### src/rtl/pipe_pkg.sv
// Shared constants for pipe_stage_reg: state encoding and counter widths.
package pipe_pkg;
  localparam int OCC_W      = 2;
  localparam int PERF_CNT_W = 32;

  localparam logic [OCC_W-1:0] ST_EMPTY = 2'd0;
  localparam logic [OCC_W-1:0] ST_BUSY  = 2'd1;
  localparam logic [OCC_W-1:0] ST_FULL  = 2'd2;
endpackage

### src/rtl/pipe_stage_reg_sat_counter.sv
// Width-parametrised saturating up-counter with synchronous clear.
module sat_counter #(
  parameter int W = 32
) (
  input  logic         clk,
  input  logic         clear,
  input  logic         inc,
  output logic [W-1:0] cnt
);
  logic [W-1:0] cnt_q;
  logic [W-1:0] cnt_d;

  always_comb begin
    cnt_d = cnt_q;
    if (clear)
      cnt_d = '0;
    else if (inc && (cnt_q != {W{1'b1}}))
      cnt_d = cnt_q + 1'b1;
  end

  always_ff @(posedge clk) begin
    cnt_q <= cnt_d;
  end

  assign cnt = cnt_q;
endmodule

### src/rtl/pipe_stage_reg.sv
// Pipeline boundary register with 2-entry skid buffer, freeze and flush.
// Optional perf counters enabled by defining PIPE_STAGE_PERF_EN.
module pipe_stage_reg
  import pipe_pkg::*;
#(
  parameter int                DATA_W     = 32,
  parameter bit                FLUSH_ZERO = 1'b1,
  parameter logic [DATA_W-1:0] RST_VAL    = '0
) (
  input  logic                  clk,
  input  logic                  rst,
  input  logic                  freeze,
  input  logic                  flush,
  input  logic                  in_valid,
  input  logic [DATA_W-1:0]     in_data,
  output logic                  in_ready,
  output logic                  out_valid,
  output logic [DATA_W-1:0]     out_data,
  input  logic                  out_ready,
  output logic [OCC_W-1:0]      occupancy,
  output logic [PERF_CNT_W-1:0] stall_cnt,
  output logic [PERF_CNT_W-1:0] bubble_cnt
);
  // Handshake: a transfer happens on a cycle where valid and ready are both
  // high at the rising edge; valid never depends on ready of the same side.
  logic [OCC_W-1:0]  state_q, state_d;
  logic [DATA_W-1:0] main_q, main_d;
  logic [DATA_W-1:0] skid_q, skid_d;
  logic              accept;
  logic              emit;

  assign in_ready  = (state_q != ST_FULL) & ~freeze & ~flush & ~rst;
  assign out_valid = (state_q != ST_EMPTY);
  assign out_data  = main_q;
  assign occupancy = state_q;
  assign accept    = in_valid & in_ready;
  assign emit      = out_valid & out_ready & ~freeze;

  always_comb begin
    state_d = state_q;
    main_d  = main_q;
    skid_d  = skid_q;
    if (flush) begin
      state_d = ST_EMPTY;
      if (FLUSH_ZERO) begin
        main_d = '0;
        skid_d = '0;
      end
    end else begin
      case (state_q)
        ST_EMPTY: begin
          if (accept) begin
            state_d = ST_BUSY;
            main_d  = in_data;
          end
        end
        ST_BUSY: begin
          if (accept && emit) begin
            main_d = in_data;
          end else if (accept) begin
            state_d = ST_FULL;
            skid_d  = in_data;
          end else if (emit) begin
            state_d = ST_EMPTY;
          end
        end
        ST_FULL: begin
          // in_ready is low here, so only the drain of main can happen
          if (emit) begin
            state_d = ST_BUSY;
            main_d  = skid_q;
          end
        end
        default: state_d = ST_EMPTY;
      endcase
    end
  end

  always_ff @(posedge clk) begin
    if (rst) begin
      state_q <= ST_EMPTY;
      main_q  <= RST_VAL;
      skid_q  <= RST_VAL;
    end else begin
      state_q <= state_d;
      main_q  <= main_d;
      skid_q  <= skid_d;
    end
  end

`ifdef PIPE_STAGE_PERF_EN
  logic stall_inc;
  logic bubble_inc;

  assign stall_inc  = out_valid & ~emit & ~flush;
  assign bubble_inc = ~out_valid;

  sat_counter #(.W(PERF_CNT_W)) u_stall_cnt (
    .clk   (clk),
    .clear (rst),
    .inc   (stall_inc),
    .cnt   (stall_cnt)
  );

  sat_counter #(.W(PERF_CNT_W)) u_bubble_cnt (
    .clk   (clk),
    .clear (rst),
    .inc   (bubble_inc),
    .cnt   (bubble_cnt)
  );
`else
  assign stall_cnt  = '0;
  assign bubble_cnt = '0;
`endif
endmodule
### config.mk
export PLATFORM = sky130hd
export DESIGN_NAME = pipe_stage_reg
export DESIGN_NICKNAME = d
export VERILOG_FILES = /design/src/rtl/pipe_pkg.sv /design/src/rtl/pipe_stage_reg_sat_counter.sv /design/src/rtl/pipe_stage_reg.sv
export SDC_FILE = /design/constraint.sdc
export NUM_CORES = 1
export LEC_CHECK = 0
export CORE_ASPECT_RATIO = 0.5
export CORE_MARGIN = 4
export CORE_UTILIZATION = 36
export CTS_BUF_LIST = sky130_fd_sc_hd__clkbuf_8
export CTS_CLUSTER_SIZE = 14
export DETAILED_ROUTE_END_ITERATION = 10
export PLACE_DENSITY = 0.69
export SETUP_SLACK_MARGIN = 0.3
export SLEW_MARGIN = 20
export SYNTH_ARGS = -nofsm -noshare
export SYNTH_HDL_FRONTEND = slang
export SYNTH_SLANG_ARGS = --single-unit
### constraint.sdc
create_clock -name clk -period 2.6 [get_ports clk]
set_input_delay 0.52 -clock clk [delete_from_list [all_inputs] [get_ports clk]]
set_output_delay 0.52 -clock clk [all_outputs]
set_load 0.02 [all_outputs]
==> flow_summary.toml, run 1 <==
[clock_tree]
tritoncts = "done"
clockBufferDepth = 2
postCtsSetupBuffers = 0
cts_hold_buf = 0
clk_latency_ns = 0.34
cts.sinks = 66
clkTransAtPathRegs_ns = 0.07
cts_buffers = 9
cts_root_buf = "clkbuf_8"
ctsHtreeMaxLevel = 3

[pwr]
irDropWorstVdd_mv = 0.258
net-switching-power_mw = 0.574
clock_power_share_pct = 44.7
p_sw_share_pct = 24.6
pwr-share-comb_pct = 11.4
p_seq_share_pct = 43.9
cellPowerDensity_mw_per_mm2 = 562
cellLeakagePower_nw = 1.67
internal_power_mw = 1.76

[route]
first_iter_violations = 67
wl_met2_um = 3220
met1_length_um = 3070
dr_wl_met3_um = 532
first_pass_iters = 4
wl_per_cell_um = 12.4
topRoutingLayerUsed = "met4"
routed_wl_um = 6920
drtAntennaViolNets = 0
viasPerCell = 4.43
vias = 2481
drc = 0

[worst_setup_path]
path_cells = "clkdlybuf4s50_1 > or4b_4 > a221oi_4 > buf_12 > nor2_1 > a211oi_1"
r2r_cells = 5
worstPathRequired_ns = 2.85
path_buf_inv = 2
start_kind = "primary input"
cp.arrival_ns = 2.40
cp_top_family = "buffers and inverters"
crit_type = "primary input to register"
cpPeakStageDelay_ns = 0.54
end_kind = "register"
crit_fanout = 40
critical-path-slowest-cell = "or4b_4"
cp_num_cells = 6

[placement]
gp_congestion = 0.727
port_buffers = 73
pre_cts_slack_ns = 0.0156
dp_hpwl_um = 4620

[sta]
hold_viol = 0
clock.fmax_mhz = 466
fin_ws_ns = 0.454
fin_crit_sh_pct = 82.5
tightest_slew_ns = 0.873
setup_violations = 0
slew_headroom_pct = 41.8
maxSlewViolCount = 0
finalCriticalPeriod_ns = 2.15
rsz0062_at_grt = "false"
timing.setup.tns_ns = 0
fin_worst_skew_ns = 0.0109

[grt]
grt_pass1_vias = 2082
grt_max_degree = 67
grt-ovfl-total = 0
grt_antenna_before_repair = 0
track_usage_pct = 12.2
grt_pass1_wl_um = 10300

[synth]
synth_ff_type = "dfxtp_1"
syn_area_mm2 = 0.00331
syn_area_per_cell_um2 = 8.92
yosysSeqAreaShare_pct = 39.9
syn_inst = 371
synth_cell_types = 23
ys_seq_elements = 66
synthArstFlopShare_pct = 0
yosysWarnings = 0
synth_edf_count = 0

[cells_and_area]
areaGrowthSynthToFinish_pct = 25.5
drive_gt1_share_pct = 13.5
fin_nets = 476
antenna_cells = 0
fill_cells = 858

[floorplan]
die_area_mm2 = 0.0109
num_io_pins = 138
die_h_um = 75.8
die_w_um = 144
rows = 24
core-area_mm2 = 0.00883
start_util_pct = 37.5

[min_path]
hold_path_depth = 2
worst_hold_path_type = "register to register"

[status]
run_status = "completed"

[flow_run]
maxCapViolCount = 0
[area by class of cell]
| type | count | area (um^2) | share of cell area (%) |
|---|---|---|---|
| Multi-Input combinational cell | 276 | 1600 | 38.6 |
| Clock inverter | 3 | 68.8 | 1.66 |
| Tap cell | 117 | 146 | 3.53 |
| Timing Repair Buffer | 83 | 826 | 19.9 |
| Clock buffer | 13 | 179 | 4.31 |
| Inverter | 2 | 7.51 | 0.181 |
| Sequential cell | 66 | 1320 | 31.8 |
[worst min-delay path, delay by kind of cell, from the launching register on]
kind,cells,cell delay (ns)
AOI/OAI and AO/OA,1,0.05
DFF,1,0.31
and+or+nand+nor,1,0.05
[per-stage QoR]
| stage | hold slack, ns | instances | utilization [%] | power (mW) | area, um^2 |
|---|---|---|---|---|---|
| after floorplan | 0.436 | 434 | - | 1.29 | 3540 |
| after global placement | 0.441 | 544 | 44.3 | 1.31 | 3910 |
| after detailed placement | 0.446 | 544 | 44.3 | 1.31 | 3910 |
| after CTS | 0.456 | 560 | 47.1 | 2.37 | 4160 |
| after global routing | 0.469 | 560 | 47.0 | 2.43 | 4150 |
| final | 0.455 | 560 | 47.0 | 2.33 | 4150 |
[routing by layer]
metal / vias up / global-route usage [%]
met5: - / 0
met3: 10 / 4.20
met1: 1140 / 14.6
li1: 1248 / -
met2: 83 / 20.8
met4: 0 / 4.70
[power groups by stage]
stage / registers [mW] / logic [mW] / clock network [mW]
6_report: 1.02 / 0.267 / 1.04
5_1_grt: 1.02 / 0.289 / 1.12
4_1_cts: 1.02 / 0.266 / 1.08
3_5_place_dp: 1.05 / 0.266 / 0
3_3_place_gp: 1.05 / 0.265 / 0
2_1_floorplan: 1.06 / 0.234 / 0
[synthesized netlist by cell type, types with 2 or more instances]
library cell	instances	area share, %
or2_2	2	0.38
mux2i_1	32	9.7
a211oi_1	5	1.1
dfxtp_1	66	40
a211oi_2	28	11
buf_4	67	15
inv_1	2	0.23
buf_2	2	0.30
o21ai_0	2	0.30
a21oi_1	34	5.1
nor2_1	34	3.9
buf_6	3	1.0
nand2b_1	3	0.57
nand2_1	66	7.5
clkbuf_1	17	1.9
[path summary, 6_finish.rpt]
| kind | from | endpoint | slack, ns |
|---|---|---|---|
| worst max-delay path | flush | out_data[0] | 0.45 |
| worst min-delay path | skid_q[4] | skid_q[4] | 0.46 |
| worst max register to register | occupancy[1] | out_data[0] | 0.62 |
| worst min register to register | skid_q[4] | skid_q[4] | 0.46 |
[timing repair]
item	CTS	global route
resized for setup	1	3
endpoints found under the hold margin	0	0
gates cloned	0	0
setup endpoints to repair	1	1
[registers in the layout (all words and copies together), names as in the netlist]
signal,count
skid_q,32
occupancy,2
out_data,32
[kinds of logic (layout without fill, tap and decap cells)]
kind of cell | count (synthesis) | in the layout | synth area share, %
mux | 32 | 32 | 9.68
flops | 66 | 66 | 39.9
compound gates | 71 | 71 | 18.2
other cells | 1 | 64 | 0.113
simple gates | 109 | 109 | 13.3
buf+inv | 92 | 101 | 18.8
[cell usage in the layout (no fill, tap or decap)]
master	netlist	layout
buf_12	0	2
clkdlybuf4s50_1	0	72
clkbuf_8	0	13
bufinv_16	0	2
nor2_1	34	34
inv_1	2	2
a21oi_1	34	34
a221oi_4	1	1
o21ai_0	2	2
dfxtp_1	66	66
clkinv_4	0	1
or2_2	2	2
nand2b_2	0	1
conb_1	1	64
nor4b_1	1	1
a31oi_1	1	1
nor3_1	1	1
mux2i_1	32	32
nand2_1	66	66
clkbuf_2	0	1
a211oi_1	5	5
nand2b_1	3	2
and2_1	1	1
buf_4	67	8
a211oi_2	28	28
or4b_4	1	1
No activity file was read; power rests on OpenSTA's default activity.
==> run 2: changes to the inputs <==
==> constraint.sdc (replaced) <==
create_clock -name clk -period 2.2 [get_ports clk]
set_input_delay 0.44 -clock clk [delete_from_list [all_inputs] [get_ports clk]]
set_output_delay 0.44 -clock clk [all_outputs]
set_load 0.02 [all_outputs]
==> run 2 against run 1 <==
Net effect:
- power up 6.5%
- register-to-register slack worse by 0.27 ns
- sequential power up 19%
- count of clock-buffer cells in the layout down 4
- flip-flop and latch count unchanged
- critical path depth up 2
- cell area up 4.5%
- die area unchanged
- critical path type unchanged
==> flow_summary.toml, run 2 (synthesis results as in run 1) <==
[status]
run_status = "completed"

[worst_setup_path]
cpPeakStageDelay_ns = 0.59
worstPathRequired_ns = 2.46
critical-path-slowest-cell = "clkdlybuf4s50_1"
start_kind = "primary input"
crit_fanout = 6
path_cells = "clkdlybuf4s50_1 > nand2b_1 > a221oi_4 > buf_6 > buf_12 > clkbuf_16 > nor2_1 > a211oi_2"
crit_type = "primary input to register"
path_buf_inv = 4
end_kind = "register"
cp.arrival_ns = 2.15
cp_top_family = "buffers and inverters"

[floorplan]
core-area_mm2 = 0.00883
die_w_um = 144
die_h_um = 75.8
rows = 24
die_area_mm2 = 0.0109
start_util_pct = 37.5
num_io_pins = 138

[sta]
fin_crit_sh_pct = 86.2
tightest_slew_ns = 0.854
maxSlewViolCount = 0
clock.fmax_mhz = 527
rsz0062_at_grt = "true"
hold_viol = 0
setup_violations = 0
finalCriticalPeriod_ns = 1.90
fin_worst_skew_ns = 0.00565
slew_headroom_pct = 43.1

[cells_and_area]
multi_input_area_mm2 = 0.00162
antenna_cells = 0
layout_common_cells = "67 x clkdlybuf4s50_1, 66 x nand2_1, 64 x conb_1, 64 x dfxtp_1"
fill_cells = 847
fin_nets = 489
drive_gt1_share_pct = 16.5
regArea_mm2 = 0.00133
final_area_mm2 = 0.00434
areaGrowthSynthToFinish_pct = 31.2
final_common_cell = "clkdlybuf4s50_1"

[grt]
grt_max_degree = 67
track_usage_pct = 13.6
grt-ovfl-total = 0
grt_antenna_before_repair = 0
grt_pass1_wl_um = 11500
grt_pass1_vias = 2372

[placement]
port_buffers = 73
dp_hpwl_um = 4730
gp_congestion = 0.746
dpl_cell_area_mm2 = 0.00395

[route]
wl_per_cell_um = 13.1
vias = 2557
first_pass_iters = 4
viasPerCell = 4.48
routed_wl_um = 7470
drc = 0
first_iter_violations = 123
drtAntennaViolNets = 0

[clock_tree]
clockBufferDepth = 2
tritoncts = "done"
cts_buffers = 9
cts_root_buf = "clkbuf_8"
cts.sinks = 66
clk_latency_ns = 0.33
cts_hold_buf = 0
clkTransAtPathRegs_ns = 0.07
ctsHtreeMaxLevel = 3

[min_path]
worst_hold_path_type = "register to register"

[pwr]
cellPowerDensity_mw_per_mm2 = 573
cellLeakagePower_nw = 1.78
power_mw = 2.49
irDropWorstVdd_mv = 0.250

[flow_run]
maxCapViolCount = 0
[run 2: changes by cell type in the layout (fill, tap and decap cells not counted), moves of 3 or more]
| cell | before | now |
|---|---|---|
| buf_12 | 2 | 5 |
| buf_16 | 0 | 3 |
| buf_6 | 0 | 7 |
| clkbuf_8 | 13 | 9 |
| clkdlybuf4s50_1 | 72 | 67 |
| dlygate4sd2_1 | 0 | 4 |
[run 2: stage by stage]
stage               TNS (ns)  hold WS (ns)  worst slack, ns  cells  util [%]
floorplan                  0         0.436            0.300    434         -
global placement       -4.00         0.440           -0.179    545      44.7
CTS                        0         0.455            0.267    569      48.5
detailed placement     -5.10         0.446           -0.204    545      44.7
finish                     0         0.454            0.304    571      49.1
global route               0         0.474            0.242    571      49.1
[run 2: report_power, final]
part | switching (mW) | leakage (nW) | total [mW] | internal, mW
Combinational | 0.213 | 1.15 | 0.339 | 0.126
Sequential | 0.00621 | 0.534 | 1.21 | 1.20
Clock | 0.437 | 0.0936 | 0.938 | 0.501
Total | 0.657 | 1.78 | 2.49 | 1.83
[run 2: area by class of cell]
type                       instances  area share (%)
clock inverter                     5            1.15
clock buffer                       9            2.85
inverter                           2           0.173
sequential                        66            30.6
timing repair buffer              96            24.5
multi-input combinational        276            37.3
tap                              117            3.37
[run 2: timing repair]
item	4_1_cts	5_1_grt
cloned	3	1
pin swaps	2	4
gates resized for setup	19	7
buffers inserted	7	1
setup endpoints to repair	36	51
[run 2: metal layers]
layer / GRT usage [%] / wire length, um
met2: 24.3 / 3790
met3: 4.83 / 577
met1: 15.6 / 3030
met5: 0 / 0
met4: 4.38 / 74
[run 2: worst paths after layout]
| check | startpoint | end | slack, ns | cells past startpoint |
|---|---|---|---|---|
| worst max-delay path | out_ready | out_data[22] | 0.30 | 8 |
| worst min-delay path | skid_q[18] | skid_q[18] | 0.45 | 2 |
| worst max register to register | occupancy[1] | out_data[22] | 0.35 | 7 |
| worst min register to register | skid_q[18] | skid_q[18] | 0.45 | 2 |
[run 2: tightest hold or removal path, cell delays in order (launching register included)]
cell and delay (ns):
dfxtp_1 0.31, nand2_1 0.05, a21oi_1 0.05
